==> config.mk <==
export PLATFORM = sky130hd
export DESIGN_NAME = regs_flat
export DESIGN_NICKNAME = d
export VERILOG_FILES = /design/src/rtl/regs_if.sv /design/src/rtl/regs.sv /design/src/flat_wrapper.sv
export SDC_FILE = /design/constraint.sdc
export NUM_CORES = 2
export LEC_CHECK = 0
export CORE_MARGIN = 5
export CORE_UTILIZATION = 55
export DETAILED_ROUTE_END_ITERATION = 12
export PLACE_DENSITY = 0.72
export SLEW_MARGIN = 5
export SYNTH_ARGS = -nofsm -noshare
export SYNTH_HDL_FRONTEND = slang
export SYNTH_SLANG_ARGS = --single-unit
==> constraint.sdc <==
create_clock -name clk -period 4.7 [get_ports clk]
set_input_delay 0.94 -clock clk [delete_from_list [all_inputs] [get_ports clk]]
set_output_delay 0.94 -clock clk [all_outputs]
set_load 0.02 [all_outputs]
==> src/rtl/regs_if.sv <==
// regs_if: writeback (LSU -> regs) and operand-read (IDU <-> regs) signals of the RV32 register file.
// master = LSU/IDU side, slave = register file.
interface regs_if #(
    parameter int unsigned DW = 32,
    parameter int unsigned AW = 5
);
    logic          rd_we_i;
    logic [AW-1:0] rd_addr_i;
    logic [DW-1:0] rd_data_i;
    logic          rs1_re_i;
    logic [AW-1:0] rs1_addr_i;
    logic [DW-1:0] rs1_data_o;
    logic          rs2_re_i;
    logic [AW-1:0] rs2_addr_i;
    logic [DW-1:0] rs2_data_o;
    logic [DW-1:0] wb_cnt_o;

    modport master (
        output rd_we_i, rd_addr_i, rd_data_i,
        output rs1_re_i, rs1_addr_i, rs2_re_i, rs2_addr_i,
        input  rs1_data_o, rs2_data_o, wb_cnt_o
    );

    modport slave (
        input  rd_we_i, rd_addr_i, rd_data_i,
        input  rs1_re_i, rs1_addr_i, rs2_re_i, rs2_addr_i,
        output rs1_data_o, rs2_data_o, wb_cnt_o
    );
endinterface

==> src/rtl/regs.sv <==
// regs: RV32 register file, x1-x31 in flops (x0 reads 0), two combinational read ports and a
// committed-write counter. Define REGS_BYPASS_EN to forward a same-cycle write to the read ports.
module regs #(
    parameter int unsigned REG_NUM = 32
) (
    input  logic  clk,
    input  logic  rst_n,
    regs_if.slave bus
);
    localparam int unsigned DW = 32;

`ifdef REGS_BYPASS_EN
    localparam bit BYPASS = 1'b1;
`else
    localparam bit BYPASS = 1'b0;
`endif

    logic [DW-1:0] regs_q [1:REG_NUM-1];
    logic [DW-1:0] regs_d [1:REG_NUM-1];
    logic [DW-1:0] wb_cnt_q;
    logic [DW-1:0] wb_cnt_d;
    logic          commit;
    logic [DW-1:0] rs1_data;
    logic [DW-1:0] rs2_data;

    assign commit = bus.rd_we_i && (bus.rd_addr_i != '0);

    always_comb begin
        regs_d   = regs_q;
        wb_cnt_d = wb_cnt_q;
        if (commit) begin
            regs_d[bus.rd_addr_i] = bus.rd_data_i;
            wb_cnt_d              = wb_cnt_q + 32'd1;
        end
    end

    always_ff @(posedge clk or negedge rst_n) begin
        if (!rst_n) begin
            regs_q   <= '{default: '0};
            wb_cnt_q <= '0;
        end else begin
            regs_q   <= regs_d;
            wb_cnt_q <= wb_cnt_d;
        end
    end

    // The forward mux folds away when BYPASS is 0, leaving a plain array read.
    always_comb begin
        rs1_data = '0;
        if (rst_n && bus.rs1_re_i && (bus.rs1_addr_i != '0)) begin
            if (BYPASS && bus.rd_we_i && (bus.rd_addr_i == bus.rs1_addr_i)) begin
                rs1_data = bus.rd_data_i;
            end else begin
                rs1_data = regs_q[bus.rs1_addr_i];
            end
        end
    end

    always_comb begin
        rs2_data = '0;
        if (rst_n && bus.rs2_re_i && (bus.rs2_addr_i != '0)) begin
            if (BYPASS && bus.rd_we_i && (bus.rd_addr_i == bus.rs2_addr_i)) begin
                rs2_data = bus.rd_data_i;
            end else begin
                rs2_data = regs_q[bus.rs2_addr_i];
            end
        end
    end

    assign bus.rs1_data_o = rs1_data;
    assign bus.rs2_data_o = rs2_data;
    assign bus.wb_cnt_o   = wb_cnt_q;
endmodule

==> src/flat_wrapper.sv <==
// flat-port wrapper written by rule: the top's interface ports become plain ports
module regs_flat 
#(
    parameter int unsigned REG_NUM = 32
)
  (clk, rst_n, bus_rd_we_i, bus_rd_addr_i, bus_rd_data_i, bus_rs1_re_i, bus_rs1_addr_i, bus_rs2_re_i, bus_rs2_addr_i, bus_rs1_data_o, bus_rs2_data_o, bus_wb_cnt_o);
  regs_if #(.DW(32), .AW(5)) bus_i ();
  input  logic clk;
  input  logic rst_n;
  input wire logic [$bits(bus_i.rd_we_i)-1:0] bus_rd_we_i;
  input wire logic [$bits(bus_i.rd_addr_i)-1:0] bus_rd_addr_i;
  input wire logic [$bits(bus_i.rd_data_i)-1:0] bus_rd_data_i;
  input wire logic [$bits(bus_i.rs1_re_i)-1:0] bus_rs1_re_i;
  input wire logic [$bits(bus_i.rs1_addr_i)-1:0] bus_rs1_addr_i;
  input wire logic [$bits(bus_i.rs2_re_i)-1:0] bus_rs2_re_i;
  input wire logic [$bits(bus_i.rs2_addr_i)-1:0] bus_rs2_addr_i;
  output wire logic [$bits(bus_i.rs1_data_o)-1:0] bus_rs1_data_o;
  output wire logic [$bits(bus_i.rs2_data_o)-1:0] bus_rs2_data_o;
  output wire logic [$bits(bus_i.wb_cnt_o)-1:0] bus_wb_cnt_o;
  assign bus_i.rd_we_i = bus_rd_we_i;
  assign bus_i.rd_addr_i = bus_rd_addr_i;
  assign bus_i.rd_data_i = bus_rd_data_i;
  assign bus_i.rs1_re_i = bus_rs1_re_i;
  assign bus_i.rs1_addr_i = bus_rs1_addr_i;
  assign bus_i.rs2_re_i = bus_rs2_re_i;
  assign bus_i.rs2_addr_i = bus_rs2_addr_i;
  assign bus_rs1_data_o = bus_i.rs1_data_o;
  assign bus_rs2_data_o = bus_i.rs2_data_o;
  assign bus_wb_cnt_o = bus_i.wb_cnt_o;
  regs #(.REG_NUM(REG_NUM)) u_core (.clk(clk), .rst_n(rst_n), .bus(bus_i));
endmodule
# Word level (Yosys, flattened, before mapping)
# Index checks and enable logic that the tools add are counted.
# Widths: inputs -> output; s select.
[word_totals]
reg_bits = 1024
in_bits = 52
output_inout_bits = 96
word_cells = 60
[op_classes]
add_sub_neg = 1
n_lt_le_gt_ge = 4
mux = 11
bitwise = 3
n_reduce_logical = 9
[ops]
columns = ["cell", "n"]
rows = [
  ["$bwmux 992", 1],
  ["$bmux 32 s5", 2],
  ["$mux 32", 7],
  ["$demux 32 s5", 1],
  ["$add 32x1->32 const B", 1],
  ["$ge 6x6->1 const B", 3],
  ["$not 5->6", 3],
  ["$reduce_bool 5->1", 3],
  ["$logic_and 1x1->1", 6],
  ["$lt 6x1->1 const B", 1],
]

# Depth between registers and ports, before layout
[logic_depth]
depth_word = 6
ltp_mapped = 9
mapped_depth_nobuf = 5

# Least setup slack after synthesis
# OpenSTA, ideal clock, no wires.
[synth_timing]
path_type = "input to output"
start = "in bus_rs2_addr_i[0]"
end = "out bus_rs2_data_o[22]"
arrival_ns = 2.517
t_required_ns = 3.760
setup_slack_ns = 1.243
stages = 6
path_buffers = 3
cell_sequence = "buf_2 buf_2 buf_2 mux4_2 a22oi_1 nand4_1"
[synth_between]
elab_chain_cells = 5
elab_cells_between_ends = 7
cone_classes = "mux (4); bitwise (1); reduce/logical (2)"
[synth_lines]
columns = ["item", "line", "text"]
rows = [
  ["from (decl)", "flat_wrapper.sv:16", "input wire logic [$bits(bus_i.rs2_addr_i)-1:0] bus_rs2_addr_i;"],
  ["$not 5->6 (implied by the code)", "regs.sv:65", "rs2_data = regs_q[bus.rs2_addr_i];"],
  ["$bmux 32 s5", "regs.sv:65", ""],
  ["$mux 32 (implied by the code) (2 in series)", "regs.sv:65", ""],
  ["$mux 32 *", "regs.sv:61", "if (rst_n && bus.rs2_re_i && (bus.rs2_addr_i != '0)) begin"],
  ["to (decl)", "flat_wrapper.sv:18", "output wire logic [$bits(bus_i.rs2_data_o)-1:0] bus_rs2_data_o;"],
]
# Mark *: on every way between the ends. The rest lies on a longest branch, timed or not. The select of a mux whose other input is x is not followed.

# Worst setup path after layout
[layout_timing]
start = "in bus_rs2_addr_i[4]"
end = "out bus_rs2_data_o[8]"
# The elaborated chain is that of the path after synthesis.

==> impl_results.md <==
* CP Capture Type: primary output
* Slew HR at 19.9%
* Fmax achieved at 220 MHz
* Fin crit share at 96.5%
* Final Hold Vio Count at 0
* Power share of the combinational group at 19.0%
* Initial antenna violation count at 5
* Synthesized area at 54400 um2
* Power Dens Cells at 415 nW/um2
* FP Rows at 115
* First-pass GRT wire length at 250000 um
* Clock network fraction of design power at 35.0%
* Die Y at 324 um
* Net Sw Frac at 26.9%
* Internal at 18.7 mW
* Synth cell types at 56
* Grt total ovfl at 0
* Post_cts resized at 0
* Setup Crit Path Kind: primary input to primary output
* Worst-case clock skew at 22.4 ps
* Setup slack after layout at 165 ps
* CTS tree: yes
* Setup tns final at 0 ps
* Clock sink count at 1024
* Commonest non-fill, non-tap cell in the layout: mux2_2
* Mapped Cells at 3820
* Initial Util at 55.3%
* CTS max path bufs at 3
* Final Setup Violations at 0
* Syn_area_per_cell at 14.2 um2
* Sequential share of the synthesized area at 47.1%
* FF-to-FF setup slack at 2720 ps
* RSZ-0062 raised after global routing: no
* RePlAce Congestion at 0.860
* Clk slew on worst S/H paths at 60 ps
* Worst min-delay path class: primary input to async pin
* Number of cells on the worst reg-to-reg path at 4
* Die width at 324 um
* CTS buffer count at 110
* Setup bufs post-CTS at 0
* Total track usage at 31.3%
* DRC violation count after routing at 0
* WL per Instance at 31.7 um
* Worst R2R End: u_core.bus.wb_cnt_o[9]$_DFFE_PN0P_
* Leakage at 26.6 nW
* #FFs+latches synth at 1024
* Fillers at 7175
* Vias per cell at 6.99
* Initial drt markers at 3623
* CTS Hold Bufs at 0
* EDFF count, synth at 0
* CP Max Fanout at 14
* Area of the multi-input gates at 27000 um2
* R2r startpoint: u_core.bus.wb_cnt_o[0]$_DFFE_PN0P_
* DP HPWL at 102000 um
* Syn nets at 3873
* Sw power at 6.91 mW
* Port Buffer Count at 147
* Io pins at 148
* Worst setup SP type: primary input
* Max Cap Viol at 0
* CTS Root Cell: clkbuf_16
* Ys async rst share at 100%
* Register area at 25600 um2
* Router iterations before antenna repair at 8
* Synth Flop Type: dfrtp_1
* Status: finished clean
* Critical Path AT at 3600 ps
* Remaining antenna violation count at 0
* Nets at 3931
* Die area at 105000 um2
* Largest net degree at the start of global routing at 162
* Most frequent cells in the layout: mux2_2 (1044), dfrtp_1 (1024), mux4_2 (320), mux2i_1 (255), buf_4 (149)
* Clock Latency Late Sink at 690 ps
* Worst-Margin Slew at 1200 ps
* Seq pwr share at 45.9%
* Max-slew violations at 0
* H-Tree Level Count at 3
* Post-layout min period at 4540 ps
* CP required at 3760 ps
* Vias in the first global route at 37900
* Synth warn at 0
* DR vias at 36800
* Routed WL at 167000 um
* Place WS at 280 ps
* Area growth, synth to finish at 13.7%
* Max VDD drop at 0.307 mV
* Core outline area at 98300 um2
* Layout cells sized above 1 at 45.9%
## kinds of logic (layout without fill, tap and decap cells)
family	count (synthesis)	after routing	synth area share (%)
adder cells (fa/ha/maj)	1	1	0.0230
AND/OR/NAND/NOR	331	331	3.66
AO/OA/AOI/OAI	390	390	5.16
flip-flops	1024	1024	47.1
other	0	5	0
multiplexers	1633	1633	39.8
XOR/XNOR	31	31	0.499
buffers and inverters	410	556	3.71
## state kept, by name (all words and copies together) (netlist names)
name	flops
u_core.bus.wb_cnt_o	32
u_core.regs_q	992
## critical path: stages
cell	delay, ps
clkdlybuf4s50_1	650
nand3_1	230
nor3_2	310
buf_12	220
buf_4	260
a22oi_1	140
nand4_1	180
clkdlybuf4s50_1	640
## routing by layer
layer	part of all wire [%]	track usage (%)	vias up
met5	0.055	0.634	-
met4	4.5	12.3	4
met3	9.5	7.87	423
met2	46	48.0	1847
met1	40	43.3	19600
li1	-	-	14900
## power by group through the flow
stage                     Clock, mW  Combinational, mW  Sequential (mW)
after floorplan                   0               3.60             11.5
after global placement            0               4.75             11.7
after detailed placement          0               4.86             11.9
after CTS                      9.08               4.88             11.7
after global routing           9.44               5.24             12.0
final                          8.99               4.88             11.8
## cell usage after synthesis (all sizes together), types with 4 or more instances
master   number  share of area [%]
mux2       1058                 22
and4         32               0.52
o21ai        32               0.29
nor4          4               0.10
o22ai        65               0.75
and3         13               0.15
nor2         21               0.20
xnor2        28               0.45
nor3b         6               0.12
buf         209                2.3
a31oi        33               0.38
nand4        46               0.53
a221oi       31               0.50
dfrtp      1024                 47
nor3          6              0.064
mux4        320                 13
nand2        30               0.21
mux2i       255                4.7
o211ai       62               0.86
o2bb2ai      31               0.50
a22oi       127                1.8
nand4b        4              0.099
nand3b        7               0.10
clkbuf      198                1.4
nand3       147                1.4
## through the flow
step | total power [mW] | instance area [um2] | hold slack [ps] | instances | util, %
after floorplan | 15.1 | 54400 | 479 | 3820 | -
after global placement | 16.5 | 58100 | 465 | 5053 | 59.1
after detailed placement | 16.7 | 58100 | 468 | 5053 | 59.1
after CTS | 25.7 | 61800 | 20.4 | 5253 | 62.9
after global routing | 26.6 | 61800 | 33.6 | 5254 | 62.9
final | 25.7 | 61800 | 53.6 | 5258 | 62.9
## worst max path at each step
stage                            from                 end  cells after the start
finish              bus_rs2_addr_i[4]   bus_rs2_data_o[8]                      8
global route        bus_rs2_addr_i[4]   bus_rs2_data_o[8]                      8
CTS                 bus_rs2_addr_i[4]   bus_rs2_data_o[8]                      8
detailed placement  bus_rs1_addr_i[2]  bus_rs1_data_o[13]                      7
global placement    bus_rs1_addr_i[2]  bus_rs1_data_o[11]                      7
floorplan           bus_rs2_addr_i[0]  bus_rs2_data_o[22]                      6
## cell type report
class | count | share of cell area (%)
Inverter | 3 | 0.0182
Timing Repair Buffer | 353 | 6.18
Antenna cell | 5 | 0.0202
Multi-Input combinational cell | 2386 | 43.7
Sequential cell | 1024 | 41.5
Clock inverter | 41 | 0.860
Tap cell | 1287 | 2.60
Clock buffer | 159 | 5.19
(Power assumes the default switching activity.)
